**src/rtl/fixed_pkg.sv**
```systemverilog
// Shared fixed-point formats, derived widths and FSM states for the
// squarer and its companion square-root unit.
package fixed_pkg;

   localparam int IN_W     = 24;
   localparam int IN_FRAC  = 16;
   localparam int OUT_W    = 12;
   localparam int OUT_FRAC = 4;

   // Square of a Q8.16 value carries 2*IN_FRAC fraction bits; drop down to OUT_FRAC.
   localparam int SH    = 2*IN_FRAC - OUT_FRAC;
   localparam int ACC_W = 2*IN_W;
   localparam int R_W   = ACC_W - SH + 1;
   localparam int CNT_W = $clog2(IN_W);

   localparam logic [IN_W-1:0]  IN_ONE  = IN_W'(1) << IN_FRAC;
   localparam logic [OUT_W-1:0] OUT_ONE = OUT_W'(1) << OUT_FRAC;

   typedef enum logic [1:0] {
      IDLE,
      MUL,
      ROUND,
      DONE
   } state_t;

endpackage

```
**src/rtl/sat_round.sv**
```systemverilog
// Rounds the full-precision square to Q8.4 (round half up) and saturates
// when the rounded value no longer fits in OUT_W bits.
module sat_round
   import fixed_pkg::*;
(
   input  logic [ACC_W-1:0] acc,
   output logic [OUT_W-1:0] y_next,
   output logic             ovf_next
);

   logic [R_W-1:0] r;
   logic           unused_low;

   // One spare bit on r keeps the rounding carry from wrapping.
   always_comb begin
      r        = {1'b0, acc[ACC_W-1:SH]} + R_W'(acc[SH-1]);
      ovf_next = |r[R_W-1:OUT_W];
      y_next   = ovf_next ? '1 : r[OUT_W-1:0];
   end

   assign unused_low = ^acc[SH-2:0];

endmodule

```
**src/rtl/fixed_square.sv**
```systemverilog
// Iterative shift-add squarer: Q8.16 in, rounded/saturated Q8.4 out,
// one partial product per cycle under a start/busy/done handshake.
module fixed_square
   import fixed_pkg::*;
(
   input  logic             clk,
   input  logic             rst_,
   input  logic             start,
   input  logic [IN_W-1:0]  x,
   output logic             busy,
   output logic             done,
   output logic [OUT_W-1:0] y,
   output logic             overflow
);

   localparam logic [CNT_W-1:0] LAST_STEP = CNT_W'(IN_W-1);

   state_t             state;
   state_t             state_nxt;
   logic [IN_W-1:0]    mcand;
   logic [ACC_W-1:0]   acc;
   logic [CNT_W-1:0]   i;
   logic [OUT_W-1:0]   y_stage;
   logic               ovf_stage;
   logic [OUT_W-1:0]   y_next;
   logic               ovf_next;

   always_ff @(posedge clk or negedge rst_) begin
      if (!rst_) state <= IDLE;
      else       state <= state_nxt;
   end

   always_comb begin
      state_nxt = state;
      case (state)
         IDLE:    if (start) state_nxt = MUL;
         MUL:     if (i == LAST_STEP) state_nxt = ROUND;
         ROUND:   state_nxt = DONE;
         DONE:    state_nxt = IDLE;
         default: state_nxt = IDLE;
      endcase
   end

   assign busy = (state == MUL) || (state == ROUND);

   // Multiplier operand is also the multiplicand, so bit i of mcand
   // selects whether the shifted copy of itself joins the sum.
   always_ff @(posedge clk or negedge rst_) begin
      if (!rst_) begin
         mcand     <= '0;
         acc       <= '0;
         i         <= '0;
         y_stage   <= '0;
         ovf_stage <= 1'b0;
         y         <= '0;
         overflow  <= 1'b0;
         done      <= 1'b0;
      end else begin
         done <= 1'b0;
         case (state)
            IDLE: begin
               if (start) mcand <= x;
               acc <= '0;
               i   <= '0;
            end
            MUL: begin
               if (mcand[i]) acc <= acc + ({{IN_W{1'b0}}, mcand} << i);
               i <= i + 1'b1;
            end
            ROUND: begin
               y_stage   <= y_next;
               ovf_stage <= ovf_next;
            end
            DONE: begin
               y        <= y_stage;
               overflow <= ovf_stage;
               done     <= 1'b1;
            end
            default: ;
         endcase
      end
   end

   sat_round u_sat_round (
      .acc      (acc),
      .y_next   (y_next),
      .ovf_next (ovf_next)
   );

endmodule

```
**config.mk**
```make
export PLATFORM = sky130hd
export DESIGN_NAME = fixed_square
export DESIGN_NICKNAME = d
export VERILOG_FILES = /design/src/rtl/fixed_pkg.sv /design/src/rtl/sat_round.sv /design/src/rtl/fixed_square.sv
export SDC_FILE = /design/constraint.sdc
export NUM_CORES = 1
export LEC_CHECK = 0
export BUFFER_PORTS_ARGS = -buffer_cell sky130_fd_sc_hd__buf_2
export CORE_ASPECT_RATIO = 0.6
export CORE_MARGIN = 2
export CORE_UTILIZATION = 45
export CTS_CLUSTER_DIAMETER = 150
export DETAILED_ROUTE_END_ITERATION = 10
export PLACE_DENSITY = 0.7
export SLEW_MARGIN = 10
export SYNTH_ARGS = -nofsm -noshare
export SYNTH_HDL_FRONTEND = slang
export SYNTH_SLANG_ARGS = --single-unit
export TNS_END_PERCENT = 50
```
**constraint.sdc**
```tcl
create_clock -name clk -period 9 [get_ports clk]
set_clock_uncertainty 0.05 [all_clocks]
set_input_delay 1.35 -clock clk [delete_from_list [all_inputs] [get_ports clk]]
set_output_delay 1.35 -clock clk [all_outputs]
set_load 0.01 [all_outputs]
```
### Word level (Yosys, flattened, before mapping)

Index checks and enable logic that the tools add are counted.
Widths: inputs -> output; s select.

* divide/modulo/power cells: 0
* bitwise logic cells: 0
* $lt $le $gt $ge: 1
* multipliers: 0
* shift operators: 1
* equality and inequality tests: 7
* add/subtract/negate cells: 3
* reductions and logical operators: 7
* muxes and demuxes: 10

Operators with widths (number)
* $pmux 48 s2: 1
* $add 48x48->48: 1
* $mux 48: 1
* $shl 24x5->48: 1
* $add 20x1->21: 1
* $mux 12: 1
* $pmux 5 s2: 1
* $reduce_or 9->1: 1
* $pmux 2 s4: 1
* $lt 5x6->1 const B: 1
* $reduce_and 2->1: 3
* $add 5x1->5 const B: 1
* $bmux 1 s5: 1
* $eq 5x5->1 const B: 1
* $eq 2x2->1 const B: 2
* $mux 2: 2
* $ne 2x2->1 const B: 2
* $eq 2x1->1 const B: 1
* $logic_not 2->1: 1
* $mux 1: 2
* $ne 2x1->1 const B: 1
* $reduce_bool 2->1: 1
* $logic_or 1x1->1: 1

* memories kept: 0
* latch bits: 0
* bits in registers: 106
* logic and storage cells: 38
* memory bits (writable): 0
* memory bits (read-only): 0
* output and inout port bits: 15

### Longest topological paths before layout

Gate-level depths: netlist (run 1).

* depth after elaboration: 4
* mapped depth: 21
* gate-level depth less buffers: 18

### By module

A second synthesis (run 1) with hierarchy kept.

* cell total of the unflattened synthesis: 996
* area, all modules: 8804.7 µm²

By module, submodules not included
* fixed_square: area an instance 8205.4 µm², instances 1, cells each 906
* sat_round: area an instance 599.3 µm², instances 1, cells each 90

### Worst setup path after synthesis (run 1)

No wires, ideal clock.

* kind: reg2reg
* start point: register i[1]
* end point: register acc[42]
* data required time: 8.846 ns
* slack: 4.627 ns
* library setup time: 0.104 ns
* buffers on the path: 3
* data arrival time: 4.219 ns
* stages on the path, launching flop included: 19
* cells stage by stage: dfrtp_1 > buf_2 > buf_1 > mux2_2 > a21oi_1 > nor2_1 > a21oi_1 > nand2_1 > o21ai_0 > nor2_1 > ha_1 > clkbuf_1 > nand3_1 > o41a_1 > o41ai_4 > o211ai_2 > a211oi_2 > mux2_1 > o311ai_1

* cells in the longest elaborated chain, start to end: 4
* elaborated cells on any way between the ends: 8
* those cells by class: add/sub: 1; eq/ne: 1; shift: 1; mux: 4; reduce/logical: 1

RTL lines
* start: declaration: RTL line fixed_square.sv:22 `logic [CNT_W-1:0] i;`
* start signal: assignment: RTL line fixed_square.sv:68 `i <= i + 1'b1;`
* $shl 24x5->48 or $bmux 1 s5 (tied branches): RTL line fixed_square.sv:67 `if (mcand[i]) acc <= acc + ({{IN_W{1'b0}}, mcand} << i);`
* $add 48x48->48 or $mux 1 (tied branches): RTL line fixed_square.sv:67
* $mux 48 or $ne 2x1->1 (tied branches)
* $pmux 48 s2 or $reduce_and 2->1 (tied branches)
* end signal: assignment: RTL line fixed_square.sv:67
* end: declaration: RTL line fixed_square.sv:21 `logic [ACC_W-1:0] acc;`

Several ways; a longest one is shown, not always the timed one. The select of a mux whose other input is x is not followed.
A chain may end at the register's enable or synchronous reset.

### Worst setup path after layout (run 1)

* start point: register i[0]
* end point: register acc[43]

Same word-level chain as after synthesis.

==> results of run 1 <==
## metrics by stage
step	util (%)	area [sq um]
global placement	47.4	8970
CTS	48.9	9260
floorplan	-	8650
global route	48.9	9260
detailed placement	47.4	8970
finish	48.9	9260
## power by group
group          total [uW]  switching [uW]  internal (uW)
clock                 391             191            200
sequential            797             154            643
combinational        2240            1390            850
total                3430            1740           1690
## worst paths after layout
check | end | slack, ps | cells after the start
max in group asynchronous | acc[25] | 6720 | 2
max reg2reg | acc[43] | 4160 | 15
min in group asynchronous | mcand[16] | 910 | 1
max | acc[43] | 4160 | 15
min reg2reg | ovf_stage | 440 | 2
min | ovf_stage | 440 | 2
## state kept, by name, indices dropped and copies added (netlist names)
register / cells
acc: 48
mcand: 24
y: 12
y_stage: 12
i: 5
state: 2
done: 1
overflow: 1
ovf_stage: 1
## cells in the final DEF (no fill, tap or decap), types with 16 or more instances in the layout
master / Yosys / routed
nand4_1: 19 / 19
dfrtp_1: 106 / 105
mux2_2: 64 / 64
inv_1: 23 / 23
o21ai_0: 78 / 78
a21oi_1: 90 / 90
nand3_1: 31 / 31
buf_2: 9 / 40
mux2i_1: 38 / 38
o31ai_1: 16 / 16
a21o_1: 23 / 22
o22ai_1: 17 / 17
ha_1: 54 / 54
xor2_1: 25 / 25
nor2_1: 86 / 86
nand2_1: 115 / 115
xnor2_1: 25 / 25
## routing by layer
| metal | vias up | GRT usage (%) | part of all wire [%] |
|---|---|---|---|
| met1 | 3679 | 38.6 | 52 |
| met4 | 0 | 4.05 | 0.75 |
| li1 | 3684 | - | - |
| met2 | 315 | 28.8 | 37 |
| met3 | 13 | 6.02 | 9.9 |
| met5 | - | 0 | 0 |
## cell families (layout without fill, tap and decap cells)
group,count (synthesis),in the layout,share of synthesized area [%]
and+or+nand+nor,305,305,15.7
AOI/OAI and AO/OA,300,300,21.6
muxes,111,111,14.8
DFF,106,106,30.7
buffers and inverters,89,90,4.12
adders and majority gates,55,55,8.04
xor gates and xnor gates,50,50,5.06
## critical path, stage by stage, from the launching register on
cell and delay [ps]:
dfrtp_2 990, mux2i_1 250, o21ai_0 360, nor2_1 80, a21oi_1 240, o22ai_1 130, ha_1 450, nand3_1 220
nor4_1 410, a21oi_1 120, and2_1 220, a21oi_1 370, a221o_1 360, o22ai_1 120, xnor2_1 150, a22o_1 200
## area by class of cell
class,instances,area (sq um)
inverter,25,93.8
sequential,106,2650
clock inverter,5,47.5
fill,1783,9670
clock buffer,11,243
timing repair buffer,49,268
tap,246,308
multi-input combinational,821,5650
==> flow_summary.toml, run 1 <==
[timing]
rsz0062_at_grt = "no"
setup_viol = 0
min_period_ps = 4840
max_freq_ghz = 0.207
slew_viol_final = 0
hold_ws_ps = 442
tns_ps = 0
worstMarginPinSlew_ps = 967
finalHoldViolations = 0
period_share_pct = 53.7
slew_headroom_pct = 35.3
fin_ws_ps = 4160

[clocking]
hold_buffers = 0
cts_tree = "done"
postCtsSetupRepairBufs = 0
clkSinkCount = 106
cts.path.max_buffers = 2
cts_root_buffer = "clkbuf_16"
clkTransAtPathRegs_ps = 80
worstSkewPairLatency_ps = 360
cts_resized = 0
htreeDepth = 3
cts_buffers = 9

[floorplan]
start_util_pct = 45.7
rows = 39
core_sq_um = 18900
ios = 42
dieArea_sq_um = 20400
die_x_um = 183
die_h_um = 111

[synth]
yosysWarningCount = 0
ys_seq_elements = 106
ys_seq_area_share_pct = 30.7
syn_nets = 1098
synth.largest_area_cell = "dfrtp_1"
synthFlopType = "dfrtp_1"
async_flop_share_pct = 100
synth_most_common_cell = "nand2_1"
syn_inst = 1016
ys_types = 67
synth_edf_count = 0
synth_common_cells = "nand2_1, dfrtp_1, a21oi_1, nor2_1, o21ai_0"
netlist.area_leader.share_pct = 30.7
avgSynthCellArea_sq_um = 8.52
netlist_area_sq_um = 8650
synth_top_cells_by_area = "dfrtp_1, mux2_2, ha_1"

[cells_and_area]
fin_nets = 1094
diodes = 0
drive_gt1_share_pct = 15.1
area_delta_synth_final_pct = 7.00
stdcell_count = 1263

[place]
placed_cells = 1247
place_ws_ps = 4350
dp_hpwl_um = 17500
port_buffers = 41
routabilityCongestion = 0.953

[global_routing]
grt_overflow_total = 0
grt_pass1_wl_um = 37300
grt_start_max_net_pins = 66
antenna_found_initial = 0
grt_pass1_vias = 6797
track_usage_pct = 23.0

[drt]
routed_via_density = 6.09
drc = 0
ant_nets = 0
wire_per_inst_um = 18.1
num_vias = 7691
drt_iter0_markers = 880
wl_um = 22800
first_pass_iters = 5

[hold_path]
hold_path.class = "flip-flop to flip-flop"
min_from = "ovf_stage"

[outcome]
status = "finished, final reports clean"

[worst_setup_path]
crit_path_end_kind = "flip-flop"
r2r_start = "i[0]"
critical_path_class = "flip-flop to flip-flop"
crit_required_ps = 9210
path_max_fanout = 52
cp-startpoint = "i[0]"
critPathArrivalTime_ps = 5040
crit_path_start_kind = "flip-flop"

[power]
power.leakage_uw = 0.00394
powerDensity_nw_per_um2 = 371
p_total_uw = 3430
peakVddDrop_v = 0.000179

[job]
cap_viol_max_count = 0
No activity file was read; power rests on OpenSTA's default activity.
==> inputs of run 2 (changes only) <==
- ABC_AREA: not set -> 1
- PLACE_DENSITY: 0.7 -> 0.72
- clock period: 9 -> 4.38 ns (I/O delays scaled with it)
==> run 2 against run 1 <==
  * Clock power is 130% higher
  * Core utilization is 1.1 points higher
  * Total power is 110% higher
  * Non-clock buffer count is 8 higher
  * Area after synthesis is 20% higher
  * Sequential cell count stayed put
  * Largest cell class unchanged
  * Critical endpoint is now acc[30]
  * Wire length is 57% higher
  * Largest power group unchanged
  * Die area is 19% higher
  * Cell count is 61% higher
==> flow_summary.toml, run 2 <==
[outcome]
status = "finished, final reports clean"

[synth]
synth_top_cells_by_area = "dfrtp_1, nand2_1, inv_1"
synthFlopType = "dfrtp_1"
yosysWarningCount = 0
syn_inst = 1702
synth.largest_area_cell = "dfrtp_1"
netlist.area_leader.share_pct = 25.6
async_flop_share_pct = 100
syn_nets = 1784
synth_common_cells = "nand2_1, inv_1, nor2_1, nand3_1, dfrtp_1"
ys_seq_area_share_pct = 25.6
netlist_area_sq_um = 10400
ys_types = 43
avgSynthCellArea_sq_um = 6.09
synth_edf_count = 0
ys_seq_elements = 106
synth_most_common_cell = "nand2_1"

[timing]
rsz0062_at_grt = "no"
setup_viol = 0
tns_ps = 0
fin_ws_ps = 346
period_share_pct = 92.1
min_period_ps = 4030
max_freq_ghz = 0.248
finalHoldViolations = 0
slew_headroom_pct = 34.3
worstMarginPinSlew_ps = 983
slew_viol_final = 0

[cells_and_area]
diodes = 0
area_delta_synth_final_pct = 7.61
final_cell_mix = "nand2_1, inv_1, nor2_1, nand3_1, dfrtp_1"
fin_nets = 1808
fill_cells = 2383
top_regs = "acc x48, mcand x24"
layout_commonest_cell = "nand2_1"
drive_gt1_share_pct = 8.67
regArea_sq_um = 2650
largest_register = "acc"
largest_register_ffs = 48
multiInputGateArea_sq_um = 6650

[clocking]
clkSinkCount = 106
hold_buffers = 0
cts.path.max_buffers = 2
cts_resized = 0
htreeDepth = 3
clkTransAtPathRegs_ps = 90
worstSkewPairLatency_ps = 400
cts_tree = "done"
cts_root_buffer = "clkbuf_16"
postCtsSetupRepairBufs = 0
cts_buffers = 9

[worst_setup_path]
r2r_cells = 18
crit_required_ps = 4620
crit_path_start_kind = "flip-flop"
critical_path_class = "flip-flop to flip-flop"
path_max_fanout = 32
critPathArrivalTime_ps = 4280
crit_path_end_kind = "flip-flop"

[place]
dp_hpwl_um = 29200
place_ws_ps = 591
port_buffers = 41
routabilityCongestion = 1.08

[floorplan]
die_x_um = 200
dieArea_sq_um = 24300
die_h_um = 122
rows = 42
ios = 42
core_sq_um = 22300
start_util_pct = 46.4

[drt]
wire_per_inst_um = 17.6
num_vias = 11100
first_pass_iters = 7
drt_iter0_markers = 1275
ant_nets = 0
drc = 0
wl_um = 35900
routed_via_density = 5.45

[hold_path]
hold_path.class = "input pin to asynchronous set/reset pin"

[power]
power.leakage_uw = 0.00593
peakVddDrop_v = 0.000592
powerDensity_nw_per_um2 = 639

[global_routing]
grt_overflow_total = 0
track_usage_pct = 30.9
grt_pass1_vias = 9950
grt_start_max_net_pins = 65
antenna_found_initial = 0
grt_pass1_wl_um = 56400

[job]
cap_viol_max_count = 0
-- run 2: critical path, stage by stage, from the launching register on --
cell	delay (ps)
dfrtp_1	370
buf_4	310
nand2_1	120
and2_1	190
nand2_1	50
o21ai_0	90
o21ai_0	430
or2_2	210
nand2_1	50
nor2_1	330
ha_1	280
nand2_1	170
nor2_1	210
and2_1	200
nand2_1	80
a21oi_1	450
o21ai_0	180
nand3_1	110
nand2_1	50
-- run 2: power breakdown --
| group | total (uW) | internal [uW] | switching [uW] | leakage [uW] |
|---|---|---|---|---|
| sequential | 1560 | 1320 | 235 | 0.00136 |
| clock | 898 | 414 | 483 | 0.000154 |
| combinational | 4670 | 1560 | 3110 | 0.00442 |
| total | 7130 | 3300 | 3830 | 0.00593 |
-- run 2: cell type report --
cell class | count | share of cell area, %
multi-input combinational | 1332 | 59.6
sequential | 106 | 23.8
inverter | 220 | 7.40
tap | 308 | 3.45
timing repair buffer | 57 | 2.94
clock buffer | 9 | 2.02
clock inverter | 7 | 0.818
-- run 2: through the flow --
stage / hold WS, ps / cell area (sq um) / total power [uW] / util [%] / std cells
final: 316 / 11200 / 7130 / 50.0 / 2039
after global routing: 388 / 11200 / 7710 / 50.0 / 2039
after CTS: 360 / 11200 / 7010 / 50.0 / 2039
after detailed placement: 427 / 10800 / 6090 / 48.5 / 2023
after global placement: 423 / 10800 / 6030 / 48.5 / 2023
after floorplan: 311 / 10400 / 4830 / - / 1702
-- run 2: kinds of logic after synthesis --
| kind of cell | count (synthesis) | synth area share, % |
|---|---|---|
| compound gates | 183 | 9.59 |
| buf+inv | 264 | 10.3 |
| fa+ha+maj | 55 | 6.71 |
| simple gates | 1032 | 41.7 |
| flops | 106 | 25.6 |
| xor+xnor | 19 | 1.60 |
| mux | 43 | 4.56 |
-- run 2: path summary, 6_finish.rpt --
| path | start | to | slack [ps] |
|---|---|---|---|
| setup / recovery | i[0] | acc[30] | 350 |
| hold / removal | rst_ | acc[6] | 320 |
| setup reg to reg | i[0] | acc[30] | 350 |
| hold reg to reg | acc[0] | acc[0] | 440 |
| max in group asynchronous | rst_ | mcand[18] | 3040 |
| min in group clk | x[3] | mcand[3] | 440 |
-- run 2: per-layer routing --
metal	global-route usage [%]	part of all wire (%)	vias up
met5	0	0	-
li1	-	-	5461
met1	49.1	51	5140
met4	4.77	0.81	0
met2	38.7	35	493
met3	11.9	13	26
